==> config.mk <==
export PLATFORM = sky130hd
export DESIGN_NAME = fe_gshare_stage
export DESIGN_NICKNAME = d
export VERILOG_FILES = /design/src/rtl/fe_bp_pkg.sv /design/src/rtl/fe_bp_tables.sv /design/src/rtl/fe_gshare_stage.sv
export SDC_FILE = /design/constraint.sdc
export NUM_CORES = 2
export LEC_CHECK = 0
export ABC_AREA = 0
export ABC_CLOCK_PERIOD_IN_PS = 19000
export CAP_MARGIN = 10
export CORE_AREA = 4 4 531 270
export DETAILED_ROUTE_END_ITERATION = 16
export DIE_AREA = 0 0 535 274
export PLACE_DENSITY_LB_ADDON = 0.05
export SYNTH_ARGS = -nofsm -noshare
export SYNTH_HDL_FRONTEND = slang
export SYNTH_SLANG_ARGS = --single-unit
==> constraint.sdc <==
create_clock -name clk -period 19 [get_ports clk]
set_input_delay 3.8 -clock clk [delete_from_list [all_inputs] [get_ports clk]]
set_output_delay 3.8 -clock clk [all_outputs]
set_load 0.02 [all_outputs]
==> src/rtl/fe_bp_pkg.sv <==
// Shared types and constants for the gshare fetch stage and its predictor tables.
package fe_bp_pkg;

  typedef enum logic [0:0] {
    INIT = 1'b0,
    RUN  = 1'b1
  } fe_state_e;

  typedef logic [1:0] pt_ctr_t;

  // BTB fields are sized for the widest supported PC; narrower builds use the low bits.
  localparam int unsigned BTB_FIELD_BITS = 32;

  typedef struct packed {
    logic                      valid;
    logic [BTB_FIELD_BITS-1:0] tag;
    logic [BTB_FIELD_BITS-1:0] target;
  } btb_entry_t;

  localparam pt_ctr_t     CTR_MAX  = 2'd3;
  localparam int unsigned INSTSIZE = 4;

  // Saturating 2-bit counter step toward the resolved direction.
  function automatic pt_ctr_t ctr_step(input pt_ctr_t c, input logic taken);
    if (taken) return (c == CTR_MAX) ? c : c + 2'd1;
    return (c == 2'd0) ? c : c - 2'd1;
  endfunction

endpackage

==> src/rtl/fe_bp_tables.sv <==
// Gshare storage: pattern table, tagged BTB and BHR, with init walker, update port and comb lookup.
module fe_bp_tables
  import fe_bp_pkg::*;
#(
  parameter int unsigned DBITS        = 32,
  parameter int unsigned PT_IDX_BITS  = 8,
  parameter int unsigned BTB_IDX_BITS = 4,
  parameter int unsigned INIT_BITS    = 8,
  parameter pt_ctr_t     PT_INIT      = 2'b01
) (
  input  logic                    clk,
  input  logic                    reset,
  input  logic                    init_en,
  input  logic [INIT_BITS-1:0]    init_ptr,
  input  logic                    upd_en,
  input  logic                    upd_is_branch,
  input  logic                    upd_taken,
  input  logic [DBITS-1:0]        upd_pc,
  input  logic [DBITS-1:0]        upd_target,
  input  logic [PT_IDX_BITS-1:0]  upd_pt_idx,
  input  logic [DBITS-1:0]        lk_pc,
  output logic                    lk_hit_c,
  output logic                    lk_pred_taken_c,
  output logic [DBITS-1:0]        lk_pred_tgt_c,
  output logic [PT_IDX_BITS-1:0]  lk_pt_idx_c
);

  localparam int unsigned PT_ENTRIES  = 1 << PT_IDX_BITS;
  localparam int unsigned BTB_ENTRIES = 1 << BTB_IDX_BITS;

  pt_ctr_t    pt_mem  [PT_ENTRIES];
  btb_entry_t btb_mem [BTB_ENTRIES];
  logic [PT_IDX_BITS-1:0] bhr;

  logic [BTB_IDX_BITS-1:0] upd_btb_idx_c, lk_btb_idx_c;
  logic                    pt_in_range_c, btb_in_range_c;
  btb_entry_t              lk_entry_c;
  logic                    unused_pc_bits_c;

  assign upd_btb_idx_c    = upd_pc[BTB_IDX_BITS+1:2];
  assign pt_in_range_c    = (init_ptr >> PT_IDX_BITS) == '0;
  assign btb_in_range_c   = (init_ptr >> BTB_IDX_BITS) == '0;
  assign unused_pc_bits_c = ^upd_pc[1:0];

  always_ff @(posedge clk) begin
    if (reset) bhr <= '0;
    else if (upd_en && upd_is_branch) bhr <= {bhr[PT_IDX_BITS-2:0], upd_taken};
  end

  // Init walker has priority; the top never asserts both.
  always_ff @(posedge clk) begin
    if (init_en) begin
      if (pt_in_range_c)  pt_mem[PT_IDX_BITS'(init_ptr)] <= PT_INIT;
      if (btb_in_range_c) btb_mem[BTB_IDX_BITS'(init_ptr)].valid <= 1'b0;
    end else if (upd_en) begin
      if (upd_is_branch) pt_mem[upd_pt_idx] <= ctr_step(pt_mem[upd_pt_idx], upd_taken);
      if (!upd_is_branch || upd_taken)
        btb_mem[upd_btb_idx_c] <= '{valid:  1'b1,
                                    tag:    BTB_FIELD_BITS'(upd_pc[DBITS-1:BTB_IDX_BITS+2]),
                                    target: BTB_FIELD_BITS'(upd_target)};
    end
  end

  // Lookup reads pre-update state; no write bypass.
  assign lk_pt_idx_c     = lk_pc[PT_IDX_BITS+1:2] ^ bhr;
  assign lk_btb_idx_c    = lk_pc[BTB_IDX_BITS+1:2];
  assign lk_entry_c      = btb_mem[lk_btb_idx_c];
  assign lk_hit_c        = lk_entry_c.valid &&
                           (lk_entry_c.tag == BTB_FIELD_BITS'(lk_pc[DBITS-1:BTB_IDX_BITS+2]));
  assign lk_pred_taken_c = lk_hit_c && pt_mem[lk_pt_idx_c][1];
  assign lk_pred_tgt_c   = lk_pred_taken_c ? lk_entry_c.target[DBITS-1:0]
                                           : lk_pc + DBITS'(INSTSIZE);

endmodule

==> src/rtl/fe_gshare_stage.sv <==
// Fetch stage: PC register, INIT/RUN FSM, FE latch and debug counters around fe_bp_tables.
// Optional FE_PERF_CNT_EN adds fetch/taken/redirect performance counters.
module fe_gshare_stage
  import fe_bp_pkg::*;
#(
  parameter int unsigned      DBITS        = 32,
  parameter int unsigned      INSTBITS     = 32,
  parameter logic [DBITS-1:0] STARTPC      = DBITS'(32'h100),
  parameter int unsigned      PT_IDX_BITS  = 8,
  parameter int unsigned      BTB_IDX_BITS = 4,
  parameter pt_ctr_t          PT_INIT      = 2'b01
) (
  input  logic                   clk,
  input  logic                   reset,
  input  logic                   stall_i,
  output logic [DBITS-1:0]       imem_addr_o,
  input  logic [INSTBITS-1:0]    imem_rdata_i,
  input  logic                   redir_valid_i,
  input  logic [DBITS-1:0]       redir_pc_i,
  input  logic                   upd_valid_i,
  input  logic                   upd_is_branch_i,
  input  logic                   upd_taken_i,
  input  logic [DBITS-1:0]       upd_pc_i,
  input  logic [DBITS-1:0]       upd_target_i,
  input  logic [PT_IDX_BITS-1:0] upd_pt_idx_i,
  output logic                   init_busy_o,
  output logic                   fe_valid_o,
  output logic [INSTBITS-1:0]    fe_inst_o,
  output logic [DBITS-1:0]       fe_pc_o,
  output logic [DBITS-1:0]       fe_pcplus_o,
  output logic                   fe_btb_hit_o,
  output logic                   fe_pred_taken_o,
  output logic [DBITS-1:0]       fe_pred_tgt_o,
  output logic [PT_IDX_BITS-1:0] fe_pt_idx_o,
  output logic [DBITS-1:0]       fe_inst_cnt_o
`ifdef FE_PERF_CNT_EN
  ,
  output logic [DBITS-1:0]       perf_fetch_o,
  output logic [DBITS-1:0]       perf_taken_o,
  output logic [DBITS-1:0]       perf_redir_o
`endif
);

  localparam int unsigned INIT_BITS = (PT_IDX_BITS > BTB_IDX_BITS) ? PT_IDX_BITS : BTB_IDX_BITS;
  localparam logic [INIT_BITS-1:0] INIT_LAST = '1;

  fe_state_e              state_q, state_n;
  logic [INIT_BITS-1:0]   init_ptr_q, init_ptr_n;
  logic [DBITS-1:0]       pc_q, pc_n, cnt_n;
  logic                   fe_valid_n, fe_btb_hit_n, fe_pred_taken_n;
  logic [INSTBITS-1:0]    fe_inst_n;
  logic [DBITS-1:0]       fe_pc_n, fe_pcplus_n, fe_pred_tgt_n;
  logic [PT_IDX_BITS-1:0] fe_pt_idx_n;
`ifdef FE_PERF_CNT_EN
  logic [DBITS-1:0]       perf_fetch_n, perf_taken_n, perf_redir_n;
`endif

  logic                   lk_hit_c, lk_pred_taken_c;
  logic [DBITS-1:0]       lk_pred_tgt_c;
  logic [PT_IDX_BITS-1:0] lk_pt_idx_c;

  assign imem_addr_o = pc_q;
  assign init_busy_o = (state_q == INIT);

  fe_bp_tables #(
    .DBITS        (DBITS),
    .PT_IDX_BITS  (PT_IDX_BITS),
    .BTB_IDX_BITS (BTB_IDX_BITS),
    .INIT_BITS    (INIT_BITS),
    .PT_INIT      (PT_INIT)
  ) u_tables (
    .clk             (clk),
    .reset           (reset),
    .init_en         (state_q == INIT),
    .init_ptr        (init_ptr_q),
    .upd_en          ((state_q == RUN) && upd_valid_i),
    .upd_is_branch   (upd_is_branch_i),
    .upd_taken       (upd_taken_i),
    .upd_pc          (upd_pc_i),
    .upd_target      (upd_target_i),
    .upd_pt_idx      (upd_pt_idx_i),
    .lk_pc           (pc_q),
    .lk_hit_c        (lk_hit_c),
    .lk_pred_taken_c (lk_pred_taken_c),
    .lk_pred_tgt_c   (lk_pred_tgt_c),
    .lk_pt_idx_c     (lk_pt_idx_c)
  );

  // Next-state: redirect beats stall beats predicted next PC.
  always_comb begin
    state_n         = state_q;
    init_ptr_n      = init_ptr_q;
    pc_n            = pc_q;
    cnt_n           = fe_inst_cnt_o;
    fe_valid_n      = fe_valid_o;
    fe_inst_n       = fe_inst_o;
    fe_pc_n         = fe_pc_o;
    fe_pcplus_n     = fe_pcplus_o;
    fe_btb_hit_n    = fe_btb_hit_o;
    fe_pred_taken_n = fe_pred_taken_o;
    fe_pred_tgt_n   = fe_pred_tgt_o;
    fe_pt_idx_n     = fe_pt_idx_o;
`ifdef FE_PERF_CNT_EN
    perf_fetch_n    = perf_fetch_o;
    perf_taken_n    = perf_taken_o;
    perf_redir_n    = perf_redir_o;
`endif
    case (state_q)
      INIT: begin
        init_ptr_n = init_ptr_q + INIT_BITS'(1);
        if (init_ptr_q == INIT_LAST) state_n = RUN;
      end
      RUN: begin
        if (redir_valid_i) begin
          pc_n       = redir_pc_i;
          fe_valid_n = 1'b0;
          cnt_n      = fe_inst_cnt_o + DBITS'(1);
`ifdef FE_PERF_CNT_EN
          perf_redir_n = perf_redir_o + DBITS'(1);
`endif
        end else if (!stall_i) begin
          pc_n            = lk_pred_tgt_c;
          fe_valid_n      = 1'b1;
          fe_inst_n       = imem_rdata_i;
          fe_pc_n         = pc_q;
          fe_pcplus_n     = pc_q + DBITS'(INSTSIZE);
          fe_btb_hit_n    = lk_hit_c;
          fe_pred_taken_n = lk_pred_taken_c;
          fe_pred_tgt_n   = lk_pred_tgt_c;
          fe_pt_idx_n     = lk_pt_idx_c;
          cnt_n           = fe_inst_cnt_o + DBITS'(1);
`ifdef FE_PERF_CNT_EN
          perf_fetch_n = perf_fetch_o + DBITS'(1);
          if (lk_pred_taken_c) perf_taken_n = perf_taken_o + DBITS'(1);
`endif
        end
      end
      default: state_n = INIT;
    endcase
  end

  always_ff @(posedge clk) begin
    if (reset) begin
      state_q         <= INIT;
      init_ptr_q      <= '0;
      pc_q            <= STARTPC;
      fe_inst_cnt_o   <= DBITS'(1);
      fe_valid_o      <= 1'b0;
      fe_inst_o       <= '0;
      fe_pc_o         <= '0;
      fe_pcplus_o     <= '0;
      fe_btb_hit_o    <= 1'b0;
      fe_pred_taken_o <= 1'b0;
      fe_pred_tgt_o   <= '0;
      fe_pt_idx_o     <= '0;
`ifdef FE_PERF_CNT_EN
      perf_fetch_o    <= '0;
      perf_taken_o    <= '0;
      perf_redir_o    <= '0;
`endif
    end else begin
      state_q         <= state_n;
      init_ptr_q      <= init_ptr_n;
      pc_q            <= pc_n;
      fe_inst_cnt_o   <= cnt_n;
      fe_valid_o      <= fe_valid_n;
      fe_inst_o       <= fe_inst_n;
      fe_pc_o         <= fe_pc_n;
      fe_pcplus_o     <= fe_pcplus_n;
      fe_btb_hit_o    <= fe_btb_hit_n;
      fe_pred_taken_o <= fe_pred_taken_n;
      fe_pred_tgt_o   <= fe_pred_tgt_n;
      fe_pt_idx_o     <= fe_pt_idx_n;
`ifdef FE_PERF_CNT_EN
      perf_fetch_o    <= perf_fetch_n;
      perf_taken_o    <= perf_taken_n;
      perf_redir_o    <= perf_redir_n;
`endif
    end
  end

endmodule

==> results.toml <==
[pwr]
irDropWorstVdd_mv = 0.05671
power_mw = 7.159
powerDensity_nw_per_um2 = 89.87
leakage_nw = 27.29

[setup_path]
crit_top_cell = "mux4_2"
end_kind = "register"
crit_chain = "clkbuf_8 -> buf_4 -> buf_4 -> mux4_2 -> mux4_2 -> mux4_2 -> mux4_2 -> inv_1 -> maj3_1 -> nand2b_4 -> buf_4"
worstSetupStartpointType = "primary input"
required_ns = 19.43
reg2reg_depth = 14
cp.arrival_ns = 10.06
critPathSlowestCell = "buf_4"
cpPeakStageDelay_ns = 0.89
path_max_fanout = 105
critPathKind = "primary input to register"

[drt]
ant_nets = 0
drt-total-wl_um = 207100
vias = 39930
drc_errors = 0
wl_per_cell_um = 32.77
vias_per_cell = 6.316
firstDrtPassIters = 5
drt_iter0_markers = 5580

[clock_tree]
cts_tree = "done"
clockRootBuffer = "clkbuf_16"
insertion_delay_ns = 0.79
clockBufferDepth = 4
cts_buffers = 157
post_cts_resized = 0
ctsHoldBuffers = 0
clkTransAtPathRegs_ns = 0.06
cts.sinks = 1678
cts_setup_buffers = 0
cts.htree.levels = 4

[yosys]
synth_area_leaders = "edfxtp_1 (63%), mux4_2 (16%), dfxtp_1 (6.4%)"
yosysWarnings = 0
ys_seq_area_share_pct = 69.78
syn_nets = 4129
synth.avg_cell_area_um2 = 17.33
netlist_area_um2 = 69020
synth_top_flop_cell = "edfxtp_1"
yosysTopAreaCell = "edfxtp_1"
synthCells = 3983
synth_top_area_share_pct = 63.34
synth-edff-count = 1456
ys_ff_latch = 1678
async_reset_ff_share_pct = 0
netlist-cell-type-count = 68

[sta]
finalCritPeriodShare_pct = 50.68
fmax_ghz = 0.1038
drv_slew = 0
rsz0062_at_grt = "false"
fin_crit_ns = 9.630
worst_slew_pin_slew_ns = 1.217
holdWs_ns = 0.4529
finalHoldViolCount = 0
skew_ns = 0.04388
fin_tns_setup_ns = 0
maxSlewHeadroom_pct = 18.10
finalSetupViolCount = 0

[grt]
grt_pass1_vias = 38340
grt_usage_pct = 28.21
grt_pass1_wl_um = 293900
antenna_found_initial = 13
overflow = 0
grt_max_degree = 249

[min_path]
hp-class = "register to register"
whs_path_depth = 2

[final_layout]
final_nets = 4470
area_growth_pct = 15.41
layout_common_cells = "edfxtp_1 (1,456), mux4_2 (499), nor2_1 (411)"
layout_commonest_cell = "edfxtp_1"
nFillCells = 10600
layout-drive-gt1-share_pct = 20.05

[die]
die_h_um = 274
io_pins = 347
die_w_um = 535
start_util_pct = 49.67
core_area_um2 = 139000
row_count = 97
die_area_um2 = 146600

[place]
io_buffers = 344
finalWeightedCongestion = 0.8795
dp_hpwl_um = 128500

[job]
max-cap-violations = 0

[outcome]
outcome = "complete, no violations"
-- final timing paths --
kind / endpoint / slack, ns / startpoint
min: fe_inst_o[13] / 0.45 / fe_inst_o[13]
min reg2reg: fe_inst_o[13] / 0.45 / fe_inst_o[13]
max reg2reg: fe_pred_tgt_o[8] / 11.62 / imem_addr_o[2]
max: u_tables.pt_mem[4][0] / 9.37 / upd_pt_idx_i[0]
-- worst max-delay path: cells and delay by family --
| kind | cells | cell delay, ns |
|---|---|---|
| adders and majority gates | 1 | 0.15 |
| muxes | 4 | 2.23 |
| buffers and inverters | 5 | 3.03 |
| and+or+nand+nor | 1 | 0.57 |
-- kinds of logic after synthesis --
kind of cell	after synthesis	share of synthesized area, %
AO/OA/AOI/OAI	325	3.067
XOR/XNOR	108	1.370
adder cells (fa/ha/maj)	4	0.06889
buffers and inverters	297	1.811
flip-flops	1678	69.78
multiplexers	583	17.54
AND/OR/NAND/NOR	988	6.364
-- metal layers --
| layer | track usage, % | up-vias | part of all wire [%] | wire [µm] |
|---|---|---|---|---|
| met4 | 5.185 | 6 | 1.7 | 3616 |
| li1 | - | 16430 | - | - |
| met5 | 1.020 | - | 0.11 | 235 |
| met1 | 46.04 | 21070 | 46 | 95640 |
| met2 | 35.94 | 2192 | 39 | 81800 |
| met3 | 10.08 | 228 | 12 | 25850 |
-- cells in the mapped netlist (36+ instances only) --
| cell | n |
|---|---|
| mux2i_1 | 72 |
| nand2_1 | 287 |
| a211oi_1 | 60 |
| and3_1 | 38 |
| dfxtp_1 | 222 |
| clkbuf_1 | 196 |
| mux4_2 | 499 |
| xnor2_1 | 55 |
| buf_1 | 36 |
| edfxtp_1 | 1456 |
| nor2_1 | 427 |
| a21oi_1 | 121 |
| xor2_1 | 53 |
| and2_1 | 65 |
| nand3_1 | 54 |
-- through the flow --
step / cells / utilization [%] / worst slack [ns] / cell area [µm²]
6_report: 6321 / 57.32 / 9.370 / 79660
5_1_grt: 6319 / 57.32 / 8.857 / 79650
4_1_cts: 6315 / 57.31 / 9.304 / 79640
3_5_place_dp: 6046 / 53.84 / 8.421 / 74820
3_3_place_gp: 6046 / 53.84 / 8.496 / 74820
2_1_floorplan: 3983 / - / 4.629 / 69030
-- sequential cells by signal, summed over array words and instances (netlist names), named ones only --
signal	flops
fe_inst_o	32
fe_pc_o	32
init_ptr_q	8
fe_pred_tgt_o	32
fe_pcplus_o	30
fe_pt_idx_o	8
u_tables.btb_mem	944
fe_pred_taken_o	1
fe_inst_cnt_o	32
fe_valid_o	1
u_tables.bhr	8
fe_btb_hit_o	1
imem_addr_o	32
u_tables.pt_mem	512
state_q	1
-- report_power, final --
| part | leakage, nW | internal [mW] | total, mW | switching [mW] |
|---|---|---|---|---|
| Sequential | 17.7 | 3.94 | 3.95 | 0.00186 |
| Clock | 2.38 | 1.72 | 3.08 | 1.36 |
| Combinational | 7.16 | 0.0558 | 0.130 | 0.0740 |
-- area by class of cell --
type | count | area, µm² | share of cell area (%)
Clock buffer | 220 | 4360 | 5.474
Multi-Input combinational cell | 2008 | 19860 | 24.93
Inverter | 14 | 57.56 | 0.07225
Timing Repair Buffer | 465 | 4372 | 5.488
Clock inverter | 49 | 464.2 | 0.5827
Tap cell | 1881 | 2354 | 2.954
Sequential cell | 1678 | 48180 | 60.48
Antenna cell | 6 | 15.01 | 0.01885
No activity file was read; power rests on OpenSTA's default activity.
